## src/rtl/reset_sync_seq.sv

```systemverilog
// reset_sync_seq: reset receiver that turns a raw asynchronous reset into staggered per-domain resets.
// Assertion is asynchronous. Release is synchronized to clk, held for HOLD_CYCLES, then sequenced one output at a time.
// A synchronous software reset is accepted once release is complete.
// Ports:
//   clk          - single clock, rising edge
//   arst         - asynchronous active-high reset
//   sw_rst_req   - synchronous software reset request (honoured only once release is complete)
//   rst_out      - NUM_OUT active-high resets, released in index order
//   rst_done     - high once every rst_out bit is released
//   rst_evt_cnt  - completed release sequences since last arst, saturating at 255
module reset_sync_seq #(
    parameter int unsigned SYNC_STAGES = 2,
    parameter int unsigned HOLD_CYCLES = 16,
    parameter int unsigned NUM_OUT     = 4,
    parameter int unsigned STAGGER     = 4
) (
    input  logic               clk,
    input  logic               arst,
    input  logic               sw_rst_req,
    output logic [NUM_OUT-1:0] rst_out,
    output logic               rst_done,
    output logic [7:0]         rst_evt_cnt
);

    // One counter covers both the hold and the stagger intervals.
    localparam int unsigned MAX_CNT = (HOLD_CYCLES > STAGGER) ? HOLD_CYCLES : STAGGER;
    localparam int unsigned CNT_W   = (MAX_CNT > 1) ? $clog2(MAX_CNT) : 1;
    localparam logic [CNT_W-1:0] HOLD_LAST = CNT_W'(HOLD_CYCLES - 1);
    localparam logic [CNT_W-1:0] STAG_LAST = CNT_W'(STAGGER - 1);

    typedef enum logic [2:0] {
        ST_ASSERT  = 3'd0,
        ST_HOLD    = 3'd1,
        ST_RELEASE = 3'd2,
        ST_DONE    = 3'd3,
        ST_SWHOLD  = 3'd4
    } state_e;

    logic [SYNC_STAGES-1:0] sync_q;
    logic                   srst;

    state_e                 state_q, state_d;
    logic [CNT_W-1:0]       cnt_q, cnt_d;
    logic [NUM_OUT-1:0]     rst_out_q, rst_out_d;
    logic                   rst_done_q, rst_done_d;
    logic [7:0]             evt_q, evt_d;

    // Deassertion synchronizer: set asynchronously, shifts zeros in while arst is low.
    always_ff @(posedge clk or posedge arst) begin
        if (arst) begin
            sync_q <= '1;
        end else begin
            sync_q <= {sync_q[SYNC_STAGES-2:0], 1'b0};
        end
    end

    assign srst = sync_q[SYNC_STAGES-1];

    // State and output registers.
    always_ff @(posedge clk or posedge arst) begin
        if (arst) begin
            state_q    <= ST_ASSERT;
            cnt_q      <= '0;
            rst_out_q  <= '1;
            rst_done_q <= 1'b0;
            evt_q      <= 8'd0;
        end else begin
            state_q    <= state_d;
            cnt_q      <= cnt_d;
            rst_out_q  <= rst_out_d;
            rst_done_q <= rst_done_d;
            evt_q      <= evt_d;
        end
    end

    // Next-state logic. Releasing a bit shifts a zero in from the bottom,
    // so released bits stay low and release proceeds in index order.
    always_comb begin
        state_d    = state_q;
        cnt_d      = cnt_q;
        rst_out_d  = rst_out_q;
        rst_done_d = rst_done_q;
        evt_d      = evt_q;

        unique case (state_q)
            ST_ASSERT: begin
                cnt_d = '0;
                if (!srst) begin
                    state_d = ST_HOLD;
                end
            end

            ST_HOLD, ST_SWHOLD: begin
                if (cnt_q == HOLD_LAST) begin
                    state_d   = ST_RELEASE;
                    cnt_d     = '0;
                    rst_out_d = NUM_OUT'(rst_out_q << 1);
                end else begin
                    cnt_d = cnt_q + 1'b1;
                end
            end

            ST_RELEASE: begin
                if (!rst_out_q[NUM_OUT-1]) begin
                    // Last bit dropped on the previous edge: report completion.
                    state_d    = ST_DONE;
                    cnt_d      = '0;
                    rst_done_d = 1'b1;
                    if (evt_q != 8'hFF) begin
                        evt_d = evt_q + 8'd1;
                    end
                end else if (cnt_q == STAG_LAST) begin
                    cnt_d     = '0;
                    rst_out_d = NUM_OUT'(rst_out_q << 1);
                end else begin
                    cnt_d = cnt_q + 1'b1;
                end
            end

            ST_DONE: begin
                cnt_d = '0;
                if (sw_rst_req) begin
                    state_d    = ST_SWHOLD;
                    rst_out_d  = '1;
                    rst_done_d = 1'b0;
                end
            end

            default: begin
                state_d = ST_ASSERT;
                cnt_d   = '0;
            end
        endcase
    end

    assign rst_out     = rst_out_q;
    assign rst_done    = rst_done_q;
    assign rst_evt_cnt = evt_q;

endmodule
```

## config.mk

```make
export PLATFORM = sky130hd
export DESIGN_NAME = reset_sync_seq
export DESIGN_NICKNAME = d
export VERILOG_FILES = /design/src/rtl/reset_sync_seq.sv
export SDC_FILE = /design/constraint.sdc
export NUM_CORES = 1
export LEC_CHECK = 0
export CORE_MARGIN = 4
export CORE_UTILIZATION = 46
export DETAILED_ROUTE_END_ITERATION = 12
export PLACE_DENSITY = 0.7
export SETUP_SLACK_MARGIN = 0.05
export SYNTH_ARGS = -nofsm -noshare
export SYNTH_HDL_FRONTEND = slang
export SYNTH_SLANG_ARGS = --single-unit
```

## constraint.sdc

```tcl
create_clock -name clk -period 1.65 [get_ports clk]
set_input_delay 0.33 -clock clk [delete_from_list [all_inputs] [get_ports clk]]
set_output_delay 0.33 -clock clk [all_outputs]
set_load 0.005 [all_outputs]
```

==> impl_metrics.json, run 1 <==
{
  "crit_family": "simple AND/OR/NAND/NOR gates",
  "die_h_um": 57.1,
  "dp_slack_ns": -0.0429,
  "synth-edff-count": 0,
  "final_nets": 155,
  "fin_crit_ns": 1.58,
  "synthTopCellsByCount": "16 x dfrtp_1, 10 x nor2_1, 9 x nand2_1",
  "antenna_found_initial": 0,
  "synthesis.nets": 108,
  "syn_area_per_cell_um2": 10.8,
  "htreeDepth": 1,
  "timing.hold.ws_ns": 0.355,
  "clock-root-buffer": "clkbuf_4",
  "ant_nets": 0,
  "port_buffers": 15,
  "drt-total-wl_mm": 2.40,
  "clock_latency_ns": 0.29,
  "grt_pass1_vias": 974,
  "switching_share_pct": 32.6,
  "irDropWorstVdd_mv": 0.775,
  "vias": 915,
  "regToRegEndpoint": "rst_out[2]$_DFFE_PP1P_",
  "grt_pass1_wl_mm": 4.33,
  "hold_viol": 0,
  "die_w_um": 57.1,
  "dieArea_um2": 3260,
  "worstPathArrival_ns": 1.81,
  "p_int_mw": 1.37,
  "yosysUniqueCellTypes": 35,
  "crit_fanout": 5,
  "first_iter_violations": 27,
  "rr_startpoint": "cnt_q[1]$_DFF_PP0_",
  "worst-setup-path-type": "flop to flop",
  "skew_ns": 0.00225,
  "drive_above_1_share_pct": 33.6,
  "fin_util_pct": 68.7,
  "worstHoldPathType": "input pin to asynchronous set/reset pin",
  "p_per_area_nw_per_um2": 1310,
  "critPathBufInv": 0,
  "regToRegSetupSlack_ns": 0.07,
  "async_reset_ff_share_pct": 100,
  "rr_worst_depth": 5,
  "fin_ws_ns": 0.0666,
  "rows": 17,
  "gr-total-overflow": 0,
  "clock_sinks": 22,
  "io_pins": 16,
  "syn_inst": 103,
  "initial_core_util_pct": 49.2,
  "crit_slowest_cell": "dfrtp_1",
  "cpPeakStageDelay_ns": 0.41,
  "end_kind": "flop",
  "drcViolationCount": 0,
  "leakage_nw": 0.716,
  "rsz0062_at_grt": "true",
  "wl_per_cell_um": 13.5,
  "detail_route.vias_per_cell": 5.17,
  "clk_pin_slew_ns": 0.11,
  "synth.top_cell.area_share_pct": 36.1,
  "start_kind": "flop",
  "grt_max_degree": 23,
  "period_share_pct": 96.0,
  "synthToLayoutAreaGrowth_pct": 39.6,
  "numCtsBuffers": 3,
  "crit_chain": "ha_4 -> nand4b_1 -> o22ai_2 -> nor3b_4 -> mux2_4",
  "first_pass_iters": 4,
  "ys.flop_type": "dfrtp_1",
  "ys_warn_count": 0,
  "p_seq_share_pct": 42.5,
  "cp-startpoint": "cnt_q[1]$_DFF_PP0_",
  "status": "completed",
  "yosysTopAreaCell": "dfrtp_1",
  "cp_num_cells": 5,
  "ys_top_cells_by_area": "dfrtp_1 36%, dfstp_2 14%, xnor2_1 5.5%",
  "cts_tree": "done",
  "finalSetupViolCount": 0,
  "synth_seq_cells": 22,
  "drv_cap": 0,
  "syn_area_um2": 1110,
  "comb_power_share_pct": 45.7,
  "required_ns": 1.88,
  "seq_area_frac_synth_pct": 50.3,
  "drv_slew": 0,
  "p_clk_share_pct": 11.8,
  "antenna_cells": 0,
  "place_congestion": 0.790,
  "grt_use_total_pct": 16.9,
  "clk_path_buf_depth": 2,
  "core_um2": 2250,
  "switchingPower_mw": 0.661,
  "synth_most_common_cell": "dfrtp_1",
  "max_freq_mhz": 632,
  "cp-endpoint": "rst_out[2]$_DFFE_PP1P_",
  "hpwlAfterDp_mm": 1.68
}
[sequential cells by signal, summed over array words and instances (netlist names)]
register and flops:
rst_out 4, rst_done 1, sync_q 2, rst_evt_cnt 8, cnt_q 4, state_q 3
[stage by stage]
stage          cell area, µm²  TNS, ns  power [mW]  std cells
2_1_floorplan            1110        0        1.27        103
3_3_place_gp             1370  -0.0419        1.60        156
3_5_place_dp             1370  -0.0703        1.62        156
4_1_cts                  1490        0        1.98        172
5_1_grt                  1550  -0.0383        2.20        177
6_report                 1550        0        2.03        177
[kinds of logic (layout without fill, tap and decap cells)]
family | Yosys count | in the layout | synth area share [%]
multiplexers | 2 | 2 | 2.03
other | 1 | 1 | 0.338
buffers and inverters | 6 | 52 | 2.71
AND/OR/NAND/NOR | 40 | 40 | 21.5
adder cells (fa/ha/maj) | 2 | 2 | 2.25
AO/OA/AOI/OAI | 20 | 20 | 13.0
XOR/XNOR | 10 | 10 | 7.89
flip-flops | 22 | 22 | 50.3
[routing by layer]
layer / routed length (µm) / track usage, %
met3: 91 / 2.94
met4: 13 / 5.96
met2: 1210 / 28.9
met1: 1080 / 21.5
met5: 0 / 0
[layout make-up]
| class | instances | area (µm²) |
|---|---|---|
| timing repair buffer | 43 | 360 |
| tap | 28 | 35.0 |
| clock buffer | 4 | 26.3 |
| multi-input combinational | 75 | 549 |
| sequential | 22 | 559 |
| inverter | 5 | 18.8 |
| fill | 188 | 706 |
[placed cells by master (no fill, tap or decap), types with 3 or more instances in the layout]
| master | count |
|---|---|
| dfstp_2 | 6 |
| buf_4 | 28 |
| clkbuf_4 | 3 |
| xnor2_1 | 7 |
| dlygate4sd2_1 | 4 |
| dfrtp_1 | 15 |
| nor2_1 | 10 |
| nand2_1 | 9 |
| nand3_1 | 6 |
| o22ai_1 | 4 |
| clkdlybuf4s50_1 | 9 |
| nor2b_1 | 3 |
| inv_1 | 5 |
| a21oi_1 | 3 |
| a22o_1 | 3 |
| xor2_1 | 3 |
[power groups by stage]
stage | Sequential, mW | Clock (mW) | Combinational (mW)
2_1_floorplan | 0.867 | 0 | 0.402
3_3_place_gp | 0.884 | 0 | 0.714
5_1_grt | 0.887 | 0.288 | 1.03
6_report | 0.863 | 0.239 | 0.927
3_5_place_dp | 0.889 | 0 | 0.729
4_1_cts | 0.848 | 0.262 | 0.869
[worst min-delay path: stages]
cell and delay [ns]:
clkdlybuf4s50_1 0.39, inv_1 0.05, buf_4 0.28
[worst min path at each step]
stage | from | end | slack (ns) | cells after the start
after floorplan | arst | cnt_q[0]$_DFF_PP0_ | 0.31 | 1
after global placement | sync_q[0]$_DFF_PP1_ | sync_q[1]$_DFF_PP1_ | 0.35 | 0
after detailed placement | sync_q[0]$_DFF_PP1_ | sync_q[1]$_DFF_PP1_ | 0.35 | 0
after CTS | arst | rst_evt_cnt[4]$_DFFE_PP0P_ | 0.34 | 3
after global routing | arst | state_q[1]$_DFFE_PP0P_ | 0.37 | 3
final | arst | rst_evt_cnt[4]$_DFFE_PP0P_ | 0.35 | 3
[repair_timing]
item,CTS,global route
hold buffers,0,0
resized for setup,6,6
pin swaps,0,2
setup endpoints to repair,14,11
buffers inserted,12,5
No activity file was read; power rests on OpenSTA's default activity.
==> inputs of run 2 (changes only) <==
PLACE_DENSITY = 0.67   (was 0.7)
clock period = 1.6 ns   (was 1.65 ns; I/O delays follow)
==> run 2 against run 1 <==
The run now ends with setup timing left. First-iteration DRC count shrank 70%. Sequential share of layout area shrank 0.30 points. Clock power grew 6%. Die area is the same. Combinational power grew 2.5%. Non-clock buffer count grew 1. Critical path depth grew 1. Final cell count grew 0.56%. Utilization grew 0.72 points. Maximum frequency shrank 1.3%. Critical path type unchanged. Largest cell class unchanged.
==> impl_metrics.json, run 2 (synthesis gave the netlist of run 1 again) <==
{
  "dieArea_um2": 3260,
  "rr_worst_depth": 6,
  "place_congestion": 0.826,
  "leakage_nw": 0.756,
  "synthToLayoutAreaGrowth_pct": 41.0,
  "grt_pass1_vias": 906,
  "first_pass_iters": 4,
  "status": "finished, violations left",
  "irDropWorstVdd_mv": 0.922,
  "crit_slowest_cell": "dfstp_2",
  "die_h_um": 57.1,
  "grt_use_total_pct": 15.3,
  "worstPathArrival_ns": 1.81,
  "drive_above_1_share_pct": 35.3,
  "dp_slack_ns": -0.0810,
  "max_freq_mhz": 623,
  "cts_tree": "done",
  "worstHoldPathType": "input pin to asynchronous set/reset pin",
  "drv_slew": 0,
  "clock-root-buffer": "clkbuf_4",
  "numCtsBuffers": 3,
  "htreeDepth": 1,
  "crit_chain": "buf_4 -> nor4b_4 -> buf_4 -> o21ai_2 -> nor2_1 -> xor2_1",
  "hold_viol": 0,
  "layout_commonest_cell": "buf_4",
  "die_w_um": 57.1,
  "skew_ns": 0.00933,
  "antenna_found_initial": 0,
  "setup_tns_ns": -0.00394,
  "clk_path_buf_depth": 2,
  "fin_crit_ns": 1.60,
  "violations": "setup timing",
  "crit_path_frequent_cell": "buf_4",
  "p_per_area_nw_per_um2": 1320,
  "cpPeakStageDelay_ns": 0.39,
  "regToRegEndpoint": "rst_evt_cnt[6]$_DFFE_PP0P_",
  "start_kind": "flop",
  "clock_latency_ns": 0.30,
  "wl_per_cell_um": 13.8,
  "detail_route.vias_per_cell": 5.25,
  "drt-total-wl_mm": 2.45,
  "end_kind": "flop",
  "final_cell_mix": "29 x buf_4, 14 x dfrtp_1, 9 x nand2_1, 9 x nor2_1",
  "io_pins": 16,
  "gr-total-overflow": 0,
  "clock_sinks": 22,
  "first_iter_violations": 8,
  "antenna_cells": 0,
  "port_buffers": 15,
  "regToRegSetupSlack_ns": -0.004,
  "period_share_pct": 100,
  "cp-startpoint": "rst_out[3]$_DFFE_PP1P_",
  "core_um2": 2250,
  "ant_nets": 0,
  "finalSetupViolCount": 1,
  "worst-setup-path-type": "flop to flop",
  "drv_cap": 0,
  "crit_family": "simple AND/OR/NAND/NOR gates",
  "postCtsHoldBufs": 0,
  "nFillCells": 184,
  "largest_reg_flops": 8,
  "grt_max_degree": 23,
  "rsz0062_at_grt": "true",
  "cp_num_cells": 6,
  "hpwlAfterDp_mm": 1.60,
  "rows": 17,
  "vias": 935,
  "crit_fanout": 7,
  "final_nets": 156,
  "grt_pass1_wl_mm": 3.95,
  "drcViolationCount": 0,
  "critPathBufInv": 2,
  "rr_startpoint": "rst_out[3]$_DFFE_PP1P_",
  "clk_pin_slew_ns": 0.12,
  "initial_core_util_pct": 49.2,
  "required_ns": 1.81,
  "fin_ws_ns": -0.00394
}
## run 2: layer usage
layer | wire length (µm) | share of wire [%] | vias up | track usage [%]
li1 | - | - | 456 | -
met1 | 1150 | 47 | 457 | 20.1
met2 | 1180 | 48 | 16 | 24.0
met3 | 82 | 3.3 | 6 | 3.85
met4 | 44 | 1.8 | 0 | 6.62
met5 | 0 | 0 | - | 0
## run 2: timing repair
action	CTS	global route
pin swaps	0	2
endpoints found under the hold margin	0	0
resized for setup	9	6
endpoints found under the setup margin	18	13
cloned	0	0
buffers inserted	11	6
## run 2: per-stage QoR
stage / std cells / hold WS [ns] / power [mW] / cell area (µm²) / util, %
after floorplan: 103 / 0.305 / 1.33 / 1120 / -
after global placement: 157 / 0.348 / 1.67 / 1390 / 61.5
after detailed placement: 157 / 0.349 / 1.69 / 1390 / 61.5
after CTS: 172 / 0.348 / 2.04 / 1500 / 66.7
after global routing: 178 / 0.368 / 2.24 / 1570 / 69.4
final: 178 / 0.339 / 2.07 / 1570 / 69.4
## run 2: how the worst max path moves through the flow
stage                                       to  slack (ns)
floorplan               rst_out[1]$_DFFE_PP1P_        0.06
global placement        rst_out[2]$_DFFE_PP1P_       -0.07
detailed placement      rst_out[2]$_DFFE_PP1P_       -0.08
CTS                     rst_out[2]$_DFFE_PP1P_        0.02
global route            rst_out[2]$_DFFE_PP1P_       -0.05
finish              rst_evt_cnt[6]$_DFFE_PP0P_      -0.004
## run 2: worst min-delay path, cell delays in order
cell and delay (ns):
clkdlybuf4s50_1 0.39, inv_1 0.05, buf_4 0.27
## run 2: layout make-up
type                       instances  area, µm²  share of cell area [%]
timing repair buffer              44        373                    23.8
tap                               28       35.0                    2.24
sequential                        22        561                    35.8
clock buffer                       4       26.3                    1.68
inverter                           5       18.8                    1.20
multi-input combinational         75        552                    35.3
## run 2: power by group
part           switching (mW)  internal (mW)  leakage, nW
Combinational           0.403          0.546        0.477
Sequential              0.126          0.742        0.264
Clock                   0.157         0.0969       0.0150
Total                   0.686           1.39        0.756
